## config.mk

```make
export PLATFORM = sky130hd
export DESIGN_NAME = bfs_solve_ctrl
export DESIGN_NICKNAME = d
export VERILOG_FILES = /design/src/rtl/bfs_solve_ctrl.sv
export SDC_FILE = /design/constraint.sdc
export NUM_CORES = 1
export LEC_CHECK = 0
export BUFFER_PORTS_ARGS = -buffer_cell sky130_fd_sc_hd__buf_2
export CORE_ASPECT_RATIO = 1.4
export CORE_MARGIN = 2
export CORE_UTILIZATION = 61
export CTS_BUF_LIST = sky130_fd_sc_hd__clkbuf_4
export CTS_CLUSTER_DIAMETER = 100
export CTS_CLUSTER_SIZE = 16
export DETAILED_ROUTE_END_ITERATION = 7
export PLACE_DENSITY_LB_ADDON = 0.15
export SETUP_SLACK_MARGIN = 0.05
export SLEW_MARGIN = 20
export SYNTH_ARGS = -nofsm -noshare
export SYNTH_HDL_FRONTEND = slang
export SYNTH_SLANG_ARGS = --single-unit
```

## constraint.sdc

```tcl
create_clock -name clk -period 4.9 [get_ports clk]
set_input_delay 0.245 -clock clk [delete_from_list [all_inputs] [get_ports clk]]
set_output_delay 0.245 -clock clk [all_outputs]
set_load 0.01 [all_outputs]
```

## src/rtl/bfs_solve_ctrl.sv

```systemverilog
// rtl/bfs_solve_ctrl.sv - maze solver sequencer: BFS fill then backtrace, with timeouts
//
// Runs one solve per accepted start: FILL (fill engine enabled) then BT
// (backtrace engine enabled while the fill engine keeps holding its distance
// table), then a single CLR cycle with both enables low before returning to
// IDLE and pulsing done. Status, path length and per-phase cycle counts are
// latched for the host and held until the next accepted start.
//
// Ports:
//   clk, rst_n                    clock (rising edge), async active-low reset
//   start, abort                  host request / cancel
//   busy, done, status            host status (done is a 1-cycle pulse)
//   result_len                    path length when status==OK, else 0
//   fill_cycles, bt_cycles        saturating per-phase cycle counts
//   fill_en, fill_done, fill_reached              BFS fill engine handshake
//   bt_en, bt_done, bt_no_path, bt_path_length    backtrace engine handshake

module bfs_solve_ctrl #(
  parameter int CNT_W    = 16,
  parameter int FILL_TMO = 2048,
  parameter int BT_TMO   = 256
) (
  input  logic             clk,
  input  logic             rst_n,
  input  logic             start,
  input  logic             abort,
  output logic             busy,
  output logic             done,
  output logic [2:0]       status,
  output logic [6:0]       result_len,
  output logic [CNT_W-1:0] fill_cycles,
  output logic [CNT_W-1:0] bt_cycles,
  output logic             fill_en,
  input  logic             fill_done,
  input  logic             fill_reached,
  output logic             bt_en,
  input  logic             bt_done,
  input  logic             bt_no_path,
  input  logic [6:0]       bt_path_length
);

  typedef enum logic [1:0] {S_IDLE, S_FILL, S_BT, S_CLR} state_t;

  localparam logic [2:0] ST_OK       = 3'd0;
  localparam logic [2:0] ST_NO_PATH  = 3'd1;
  localparam logic [2:0] ST_TMO_FILL = 3'd2;
  localparam logic [2:0] ST_TMO_BT   = 3'd3;
  localparam logic [2:0] ST_ABORTED  = 3'd4;

  localparam logic [CNT_W-1:0] FILL_LAST = CNT_W'(FILL_TMO - 1);
  localparam logic [CNT_W-1:0] BT_LAST   = CNT_W'(BT_TMO - 1);

  state_t           state;
  logic [CNT_W-1:0] cnt;
  logic [CNT_W-1:0] cnt_inc;

  // Saturating increment; the same value is both the next counter value and
  // the "cycles spent" figure latched when a phase ends.
  assign cnt_inc = (&cnt) ? cnt : cnt + CNT_W'(1);

  always_ff @(posedge clk or negedge rst_n) begin
    if (!rst_n) begin
      state       <= S_IDLE;
      cnt         <= '0;
      busy        <= 1'b0;
      done        <= 1'b0;
      status      <= ST_OK;
      result_len  <= '0;
      fill_cycles <= '0;
      bt_cycles   <= '0;
      fill_en     <= 1'b0;
      bt_en       <= 1'b0;
    end else begin
      done <= 1'b0;
      case (state)
        S_IDLE: begin
          if (start) begin
            state       <= S_FILL;
            fill_en     <= 1'b1;
            busy        <= 1'b1;
            cnt         <= '0;
            status      <= ST_OK;
            result_len  <= '0;
            fill_cycles <= '0;
            bt_cycles   <= '0;
          end
        end

        S_FILL: begin
          cnt <= cnt_inc;
          if (fill_done && fill_reached) begin
            // fill_en stays high so the distance table is held for the backtrace
            state       <= S_BT;
            bt_en       <= 1'b1;
            fill_cycles <= cnt_inc;
            cnt         <= '0;
          end else if (fill_done || abort || cnt == FILL_LAST) begin
            state       <= S_CLR;
            fill_en     <= 1'b0;
            fill_cycles <= cnt_inc;
            cnt         <= '0;
            if (fill_done)  status <= ST_NO_PATH;
            else if (abort) status <= ST_ABORTED;
            else            status <= ST_TMO_FILL;
          end
        end

        S_BT: begin
          cnt <= cnt_inc;
          if (bt_done || abort || cnt == BT_LAST) begin
            state     <= S_CLR;
            fill_en   <= 1'b0;
            bt_en     <= 1'b0;
            bt_cycles <= cnt_inc;
            cnt       <= '0;
            if (bt_done && !bt_no_path) begin
              status     <= ST_OK;
              result_len <= bt_path_length;
            end else if (bt_done) begin
              status     <= ST_NO_PATH;
              result_len <= '0;
            end else if (abort) begin
              status <= ST_ABORTED;
            end else begin
              status <= ST_TMO_BT;
            end
          end
        end

        S_CLR: begin
          // one cycle with both enables low lets both engines fall back to idle
          state <= S_IDLE;
          busy  <= 1'b0;
          done  <= 1'b1;
        end

        default: state <= S_IDLE;
      endcase
    end
  end

endmodule

```

==> results of run 1 <==
-- metal layers --
layer / part of all wire / wire, µm / GRT usage
met2: 0.54 / 4060 / 0.453
met3: 0.042 / 311 / 0.0620
met5: 0 / 0 / 0
met1: 0.40 / 2960 / 0.320
met4: 0.022 / 161 / 0.104
-- how the worst max path moves through the flow --
| stage | startpoint | end | slack (ps) | cells after the start |
|---|---|---|---|---|
| floorplan | cnt[0] | status[0] | 2860 | 6 |
| global placement | cnt[0] | cnt[6] | 2290 | 5 |
| detailed placement | cnt[0] | cnt[6] | 2160 | 5 |
| CTS | cnt[0] | cnt[6] | 2180 | 5 |
| global route | cnt[0] | cnt[6] | 1860 | 5 |
| finish | cnt[0] | cnt[6] | 2180 | 5 |
-- cells in the final DEF (no fill, tap or decap), types with 5 or more instances in the layout --
| master | count |
|---|---|
| sky130_fd_sc_hd__o2bb2ai_2 | 10 |
| sky130_fd_sc_hd__dfrtp_1 | 64 |
| sky130_fd_sc_hd__nor2b_1 | 8 |
| sky130_fd_sc_hd__nor2_1 | 10 |
| sky130_fd_sc_hd__nor3_1 | 5 |
| sky130_fd_sc_hd__nand4_1 | 7 |
| sky130_fd_sc_hd__xnor2_1 | 6 |
| sky130_fd_sc_hd__inv_1 | 5 |
| sky130_fd_sc_hd__a21oi_1 | 10 |
| sky130_fd_sc_hd__o21ai_0 | 17 |
| sky130_fd_sc_hd__nand2_1 | 41 |
| sky130_fd_sc_hd__o21ai_1 | 5 |
| sky130_fd_sc_hd__buf_2 | 60 |
| sky130_fd_sc_hd__nand3_1 | 10 |
| sky130_fd_sc_hd__nand2b_1 | 8 |
| sky130_fd_sc_hd__o2bb2ai_1 | 16 |
| sky130_fd_sc_hd__ha_1 | 5 |
| sky130_fd_sc_hd__o31ai_1 | 14 |
| sky130_fd_sc_hd__clkbuf_4 | 9 |
| sky130_fd_sc_hd__mux2i_1 | 5 |
-- what timing repair did --
action,CTS,global route
hold buffers,1,0
setup buffers,0,0
endpoints found under the setup margin,0,0
hold endpoints to repair,7,0
-- cell type report --
type / count / share of cell area
Clock buffer: 9 / 0.0178
Timing Repair Buffer: 62 / 0.0839
Clock inverter: 7 / 0.0314
Sequential cell: 64 / 0.423
Tap cell: 66 / 0.0218
Multi-Input combinational cell: 225 / 0.417
Inverter: 6 / 0.00594
-- flip-flops by register name, summed over array words and instances, names as in the netlist --
register,count
status,3
cnt,16
bt_en,1
state,2
busy,1
bt_cycles,16
fill_en,1
result_len,7
done,1
fill_cycles,16
-- Yosys cell counts (2+ instances only) --
library cell                instances  area [µm²]
sky130_fd_sc_hd__nor3_1             5        25.0
sky130_fd_sc_hd__xnor2_1            6        52.6
sky130_fd_sc_hd__a22o_1             2        17.5
sky130_fd_sc_hd__o31ai_1           14         105
sky130_fd_sc_hd__a21o_1             2        15.0
sky130_fd_sc_hd__xor2_1             2        17.5
sky130_fd_sc_hd__or2_1              2        12.5
sky130_fd_sc_hd__and4_1             2        17.5
sky130_fd_sc_hd__nand3_1           10        50.1
sky130_fd_sc_hd__nand4_1            7        43.8
sky130_fd_sc_hd__and3b_1            2        17.5
sky130_fd_sc_hd__buf_2              7        35.0
sky130_fd_sc_hd__dfrtp_1           64        1600
sky130_fd_sc_hd__ha_1               5        62.6
sky130_fd_sc_hd__buf_4              2        15.0
sky130_fd_sc_hd__or4_4              2        22.5
sky130_fd_sc_hd__mux2i_1            5        50.1
sky130_fd_sc_hd__nor4_1             2        12.5
sky130_fd_sc_hd__nor2b_1            8        50.1
sky130_fd_sc_hd__a21oi_1           10        50.1
sky130_fd_sc_hd__nand2_1           41         154
sky130_fd_sc_hd__inv_1              5        18.8
sky130_fd_sc_hd__o21ai_0           17        85.1
sky130_fd_sc_hd__nor2_1            10        37.5
sky130_fd_sc_hd__and3_1             2        12.5
sky130_fd_sc_hd__clkbuf_1           9        33.8
sky130_fd_sc_hd__nand2b_1           8        50.1
sky130_fd_sc_hd__o21ai_1            5        25.0
sky130_fd_sc_hd__o2bb2ai_1         16         140
sky130_fd_sc_hd__a41oi_1            2        17.5
sky130_fd_sc_hd__a31oi_1            2        12.5
sky130_fd_sc_hd__nand3b_1           3        22.5
sky130_fd_sc_hd__buf_6              3        33.8
sky130_fd_sc_hd__o2bb2ai_2         10         150
-- power groups by stage --
| stage | logic (W) | registers, W | clock network, W |
|---|---|---|---|
| after floorplan | 0.000468 | 0.000685 | 0 |
| after global placement | 0.000632 | 0.000656 | 0 |
| after detailed placement | 0.000637 | 0.000661 | 0 |
| after CTS | 0.000643 | 0.000651 | 0.000469 |
| after global routing | 0.000696 | 0.000663 | 0.000491 |
| final | 0.000636 | 0.000651 | 0.000461 |
-- critical path: cells and delay by family (launching register included) --
family          cells  cell delay, ps
fa+ha+maj           1             250
flops               1             460
compound gates      2             690
simple gates        2            1230
-- kinds of logic (layout without fill, tap and decap cells) --
family          after synthesis  after routing  share of synthesized area
flops                        64             64                      0.482
simple gates                115            115                      0.194
buf+inv                      28             84                     0.0436
xor+xnor                      8              8                     0.0211
mux                           7              7                     0.0229
compound gates               90             90                      0.218
fa+ha+maj                     5              5                     0.0188
-- metrics by stage --
step / hold WS, ps / util / cells / setup WS, ps / instance area, µm²
2_1_floorplan: -50.6 / - / 317 / 2860 / 3330
3_3_place_gp: 457 / 0.686 / 422 / 2290 / 3590
3_5_place_dp: 463 / 0.686 / 422 / 2160 / 3590
4_1_cts: 89.7 / 0.724 / 439 / 2180 / 3790
5_1_grt: 94.3 / 0.724 / 439 / 1860 / 3790
6_report: 115 / 0.724 / 439 / 2180 / 3790
==> results.md, run 1 <==
Synthesis:
- In this run, synthesis produced a sequential element count of 64.
- In the synthesized netlist the dominant register cell turns out to be sky130_fd_sc_hd__dfrtp_1.
- In this run, distinct cell masters in the synthesized netlist total 59.
- The share of the Yosys chip area taken by registers is 0.482.
- When the netlist entered floorplanning its net count stood at 337.
- The number of flops mapped to enable cells by yosys is 0.
- The average cell area after synthesis is 10.5 µm².
- The number of standard cells after synthesis is 317.
- The synthesized cell area is 0.00333 mm².
- The proportion of synthesized flip-flops having asynchronous set or reset is 1.00.
- The Yosys step of the flow raised 0 warnings.

Critical path:
- The count of cells along the worst register-to-register path is 5.
- The element type at the critical path start is a register.
- The startpoint-to-endpoint class of the critical path is register to register.
- STA puts the critical path data arrival time at 3030 ps.
- The highest fanout seen on the critical path is 12.
- The startpoint identified for the worst register-to-register timing path is cnt[0].
- The endpoint identified for the worst register-to-register timing path is cnt[6].
- STA classifies the critical path endpoint as a register.
- The largest stage delay on the critical path is 930 ps.
- The critical path goes through ha_1, nand3_1, nor4_2, o21ai_0, o31ai_1.
- On the critical path, the stage with the largest delay is an instance of sky130_fd_sc_hd__nor4_2.
- For the worst setup path, the data required time is 5210 ps.
- For flop-to-flop paths, the worst setup slack is 2180 ps.

Timing:
- For the pin with the worst max-slew slack, the measured transition is 961 ps.
- The number of max-slew violations in the final report is 0.
- The normalized max-slew margin is 0.354.
- For the final routed database, the setup TNS stands at 0 ps.
- The number of hold violations in the final report is 0.
- Clock skew on the completed layout was measured at 16.6 ps.
- Setup repair after global routing left no endpoint under its margin.
- The minimum period implied by the final worst setup slack is 2720 ps.
- The ratio of final minimum period to clock period is 0.555.
- The final setup violation count is 0.
- Based on the critical path, the design can be clocked at up to 0.368 GHz.

Global routing:
- The first global-routing pass estimated 12200 µm of wire.
- The number of global-route vias before repair came to 2524.
- Across every metal layer, demand over resource in global routing totals 0.267.
- The global-route congestion overflow total is 0.
- The number of antenna violations at the first check in global routing is 0.
- The maximum number of pins on one net before global-route repair is 65.

Pwr:
- The maximum resistive drop on vdd is 0.455 mV.
- Of the total power, the clock network draws 0.264.
- The overall power of the completed layout is 0.00175 W.
- The sequential power share is 0.373.
- The switching share of total power is 0.385.
- The static leakage is 1.75 nW.
- The analysis attributes to net switching a power of 0.000673 W.
- Dividing total power by cell area gives a power density of 461 mW/mm².
- Cell internal power was estimated by the tool at 0.00107 W.
- The share of total power dissipated in combinational logic is 0.364.

CTS:
- The total of cells resized after clock tree synthesis is 0.
- The root cell of the clock tree is sky130_fd_sc_hd__clkbuf_4.
- The maximum buffer depth of the clock tree is 2.
- The clock tree from TritonCTS is done.
- The TritonCTS sink count is 64.
- The clock-pin transition on the worst setup and hold timing paths is 120 ps.
- The H-tree was split into 3 levels.
- In this run, CTS created clock tree buffers numbering 9.
- The clock latency of the later-clocked register in the worst-skew pair is 410 ps.

Routing:
- In the routed design, unresolved DRC markers number 0.
- The first detailed-routing pass took 4 iterations.
- The total number of vias is 2612.
- After the first detailed-routing iteration, the DRC count stood at 148.
- The routed wire length is 7490 µm.
- The count of nets left with antenna violations once routing finished came out at 0.
- The routed via count divided by cell count is 5.95.
- In the final routed layout, each cell accounts on average for 17.1 µm.

Run status:
- The flow ran to the end, and the final reports show no timing, DRC or antenna violations.

Cells and area:
- The total area of multi-input combinational cells is 0.00158 mm².
- For this run, the post-layout net count is 388.
- The number of inserted diodes is 0.
- The number of fill cells is 409.
- The area taken by flip-flops and latches is 0.00160 mm².
- The synthesis-to-layout area growth is 14.0%.
- Of the cells placed in the final design, the portion with a size suffix greater than 1 is 0.263.

Die:
- The total core area is 0.00524 mm².
- For this configuration, the core starts out at a cell density of 0.635.
- The I/O pin count is 61.
- Measured along the x axis, the die boundary spans 66.4 µm.
- The overall die area is 0.00607 mm².
- In this run the vertical extent of the chip is 91.4 µm.
- Row generation in the floorplan step produced 31 rows.

Worst hold path:
- The worst hold-check path type is input port to register.
- For hold timing, the worst endpoint is result_len[0].
- The hold-critical path depth is 3.
- The origin of the worst min-delay path is bt_path_length[0].

Place:
- The wire-length estimate of the detail-placed layout is 5340 µm.
- The congestion estimate from routability-driven global placement came to 0.865.
- The number of buffers inserted by port buffering is 60.

Job:
- Across the run, the number of max-cap violations was 0.
Note: power is estimated with default switching activity, not from simulation.
==> run 2, diff against run 1 <==
--- a/config.mk
+++ b/config.mk
@@ -8,7 +8,7 @@
 export BUFFER_PORTS_ARGS = -buffer_cell sky130_fd_sc_hd__buf_2
 export CORE_ASPECT_RATIO = 1.4
 export CORE_MARGIN = 2
-export CORE_UTILIZATION = 61
+export CORE_UTILIZATION = 58
 export CTS_BUF_LIST = sky130_fd_sc_hd__clkbuf_4
 export CTS_CLUSTER_DIAMETER = 100
 export CTS_CLUSTER_SIZE = 16
==> constraint.sdc (replaced) <==
create_clock -name clk -period 2.72 [get_ports clk]
set_input_delay 0.136 -clock clk [delete_from_list [all_inputs] [get_ports clk]]
set_output_delay 0.136 -clock clk [all_outputs]
set_load 0.01 [all_outputs]
==> run 2 against run 1 <==
Against the previous run:
- global-route usage is 0.99 points higher
- clock-buffer cell count is 1 higher
- worst hold slack worse by 98 ps
- final cell count grew 3.9%
- sequential share of layout area fell by 1.0 points
- power is 72% higher
- largest power group is now combinational cells
- highest routed layer unchanged
==> results.md, run 2 (synthesized netlist as in run 1, its figures left out) <==
Routing:
- Wires add up to 8020 µm.
- The initial detailed-routing violation count is 252.
- After detailed routing, the number of remaining DRC violations is 0.
- The routed via count divided by cell count is 5.94.
- The number of iterations in the first detailed-routing pass is 5.
- The average detailed-routed wire length per instance is 17.6 µm.
- The post-detailed-route count of antenna-violating nets is 0.
- The routed layout has 2708 vias.

CTS:
- The maximum buffer depth of the clock tree is 2.
- The clock latency of the later-clocked register in the worst-skew pair is 430 ps.
- The level count of the clock H-tree is 3.
- After clock tree synthesis, the setup repair step added 0 buffers.
- The TritonCTS sink count is 64.
- Clock-pin slew was measured on the worst setup and hold paths at 110 ps.
- TritonCTS built the clock tree.
- The cell sitting at the root of the clock tree is a sky130_fd_sc_hd__clkbuf_4.
- The total clock buffers created by CTS is 9.

Pwr:
- The static leakage is 1.82 nW.
- The design draws 0.00301 W.
- The maximum resistive drop on vdd is 0.635 mV.
- The share of total power dissipated in sequential elements is 0.390.
- The power per cell area is 775 mW/mm².
- The total net switching power is 0.00121 W.
- The combinational share of power is 0.396.
- Of the total power, the clock network draws 0.214.
- The switching share of total power is 0.403.
- Internal power comes to 0.00180 W.

Die:
- Measured along the x axis, the die boundary spans 68.0 µm.
- The floorplan has 32 rows.
- The overall die area is 0.00636 mm².
- In this run the standard cell core region covers 0.00553 mm².
- In this run the vertical extent of the chip is 93.6 µm.
- The effective utilization at floorplan is 0.602.
- 61 I/O pins were placed.

Worst hold path:
- The origin of the worst min-delay path is bt_path_length[2].
- The worst hold-check path type is input port to register.
- The hold-critical path depth is 3.
- The endpoint of the worst hold-timing path is result_len[2].

Place:
- The global placer's final weighted congestion is 0.927.
- The number of buffers inserted by port buffering is 60.
- The HPWL after detailed placement is 5700 µm.

Cells and area:
- The final net count is 403.
- Of the cells placed in the final design, the portion with a size suffix greater than 1 is 0.276.
- The top cell types in the final layout, fill and taps aside, are sky130_fd_sc_hd__dfrtp_1 (64), sky130_fd_sc_hd__buf_2 (60), sky130_fd_sc_hd__nand2_1 (41).
- The layout has 430 filler cells.
- The synthesis-to-layout area growth is 16.7%.
- Leaving out fill and tap cells, the most frequent cell in the layout is sky130_fd_sc_hd__dfrtp_1.
- The largest registers in the layout are bt_cycles (16), cnt (16), fill_cycles (16).
- The number of antenna diodes in the final layout is 0.

Timing:
- The ratio of final minimum period to clock period is 0.878.
- Based on the critical path, the design can be clocked at up to 0.419 GHz.
- The actual transition at the worst max-transition pin is 692 ps.
- The number of hold violations in the final report was 0.
- The setup clock skew after layout is 10.1 ps.
- Adding up every negative setup slack in the final design gives 0 ps.
- Headroom to the max-slew limit came out at 0.538.
- Setup repair after global routing left no endpoint under its margin.
- Setup violations remaining at the end of the flow were counted as 0.
- The worst path in the final design needs a cycle of 2390 ps, including I/O delays and setup.
- The number of max-slew violations in the final report came to 0.

Critical path:
- For the worst setup path, the data required time is 3050 ps.
- Counting cells, the worst reg-to-reg path comes to 8.
- The critical path in this run is classified as register to register.
- The element type at the critical path start is a register.
- The endpoint identified for the worst register-to-register timing path is cnt[0].
- The highest fanout seen on the critical path is 10.
- The launch point of the worst reg-to-reg path is cnt[0].
- STA puts the critical path data arrival time at 2720 ps.
- The worst setup path is captured at a register.
- Setup slack on the worst reg-to-reg path comes out at 330 ps.

Run status:
- The flow ran to the end, and the final reports show no timing, DRC or antenna violations.

Global routing:
- The first global-routing pass estimated 12800 µm of wire.
- Entering global routing, the biggest net connects 35 pins.
- For this run the aggregate overflow at the end of global routing stands at 0.
- The number of global-route vias before repair was 2659.
- The number of antenna violations at the first check in global routing is 0.
- For this run, the total global-route usage over all layers was measured as 0.276.

Job:
- The number of max-cap violations is 0.
==> run 2: cell types whose count changed in the layout (fill, tap and decap cells not counted), sizes merged <==
| cell | change |
|---|---|
| buf | +9 |
| clkbuf | +1 |
| clkinv | +2 |
| dlygate4sd3 | +6 |
| bufinv | -2 |
| inv | -1 |
==> run 2: timing repair <==
action,CTS,global route
resized for setup,0,2
endpoints found under the hold margin,36,0
setup endpoints to repair,0,8
hold buffers,7,0
==> run 2: layout make-up <==
| class | count | area (µm²) | share of cell area |
|---|---|---|---|
| Tap cell | 68 | 85.1 | 0.0219 |
| Sequential cell | 64 | 1600 | 0.413 |
| Multi-Input combinational cell | 225 | 1590 | 0.410 |
| Timing Repair Buffer | 77 | 445 | 0.115 |
| Inverter | 6 | 22.5 | 0.00580 |
| Clock inverter | 6 | 60.1 | 0.0155 |
| Clock buffer | 10 | 75.1 | 0.0193 |
==> run 2: stage by stage <==
stage          setup WS [ps]  area [µm²]  utilization  cells  hold WS, ps
2_1_floorplan            677        3330            -    317         -160
3_3_place_gp             357        3660        0.663    433          205
3_5_place_dp             260        3660        0.663    433          221
4_1_cts                  234        3870        0.700    456         12.1
5_1_grt                  127        3880        0.703    456         47.0
6_report                 331        3880        0.703    456         16.8
==> run 2: worst max-delay path, cell delays in order (launching register included) <==
cell and delay (ps):
sky130_fd_sc_hd__dfrtp_1 460, sky130_fd_sc_hd__ha_1 260, sky130_fd_sc_hd__nand3_1 230, sky130_fd_sc_hd__buf_4 240, sky130_fd_sc_hd__nor4_4 410, sky130_fd_sc_hd__a2bb2oi_2 200, sky130_fd_sc_hd__buf_4 210, sky130_fd_sc_hd__o21ai_1 100
sky130_fd_sc_hd__a21o_1 190
==> run 2: power groups by stage <==
stage	clock network (W)	registers [W]	logic, W
after floorplan	0	0.00123	0.000844
after global placement	0	0.00119	0.00117
after detailed placement	0	0.00119	0.00118
after CTS	0.000646	0.00117	0.00119
after global routing	0.000690	0.00119	0.00132
final	0.000643	0.00117	0.00119
==> run 2: layer usage <==
| metal | global-route usage | share of wire | up-vias | wire length (µm) |
|---|---|---|---|---|
| li1 | - | - | 1291 | - |
| met1 | 0.340 | 0.39 | 1310 | 3150 |
| met2 | 0.456 | 0.53 | 86 | 4260 |
| met3 | 0.0493 | 0.044 | 21 | 351 |
| met4 | 0.137 | 0.032 | 0 | 259 |
| met5 | 0 | 0 | - | 0 |
==> run 2: worst max-delay path by stage <==
stage                                end  cells past startpoint  startpoint  slack, ps
after CTS                 fill_cycles[5]                      5      cnt[4]        230
after global placement           cnt[11]                      5      cnt[4]        360
final                             cnt[0]                      8      cnt[0]        330
after detailed placement  fill_cycles[5]                      5      cnt[4]        260
after global routing              cnt[3]                      6      cnt[4]        130
after floorplan                status[0]                      6      cnt[0]        680
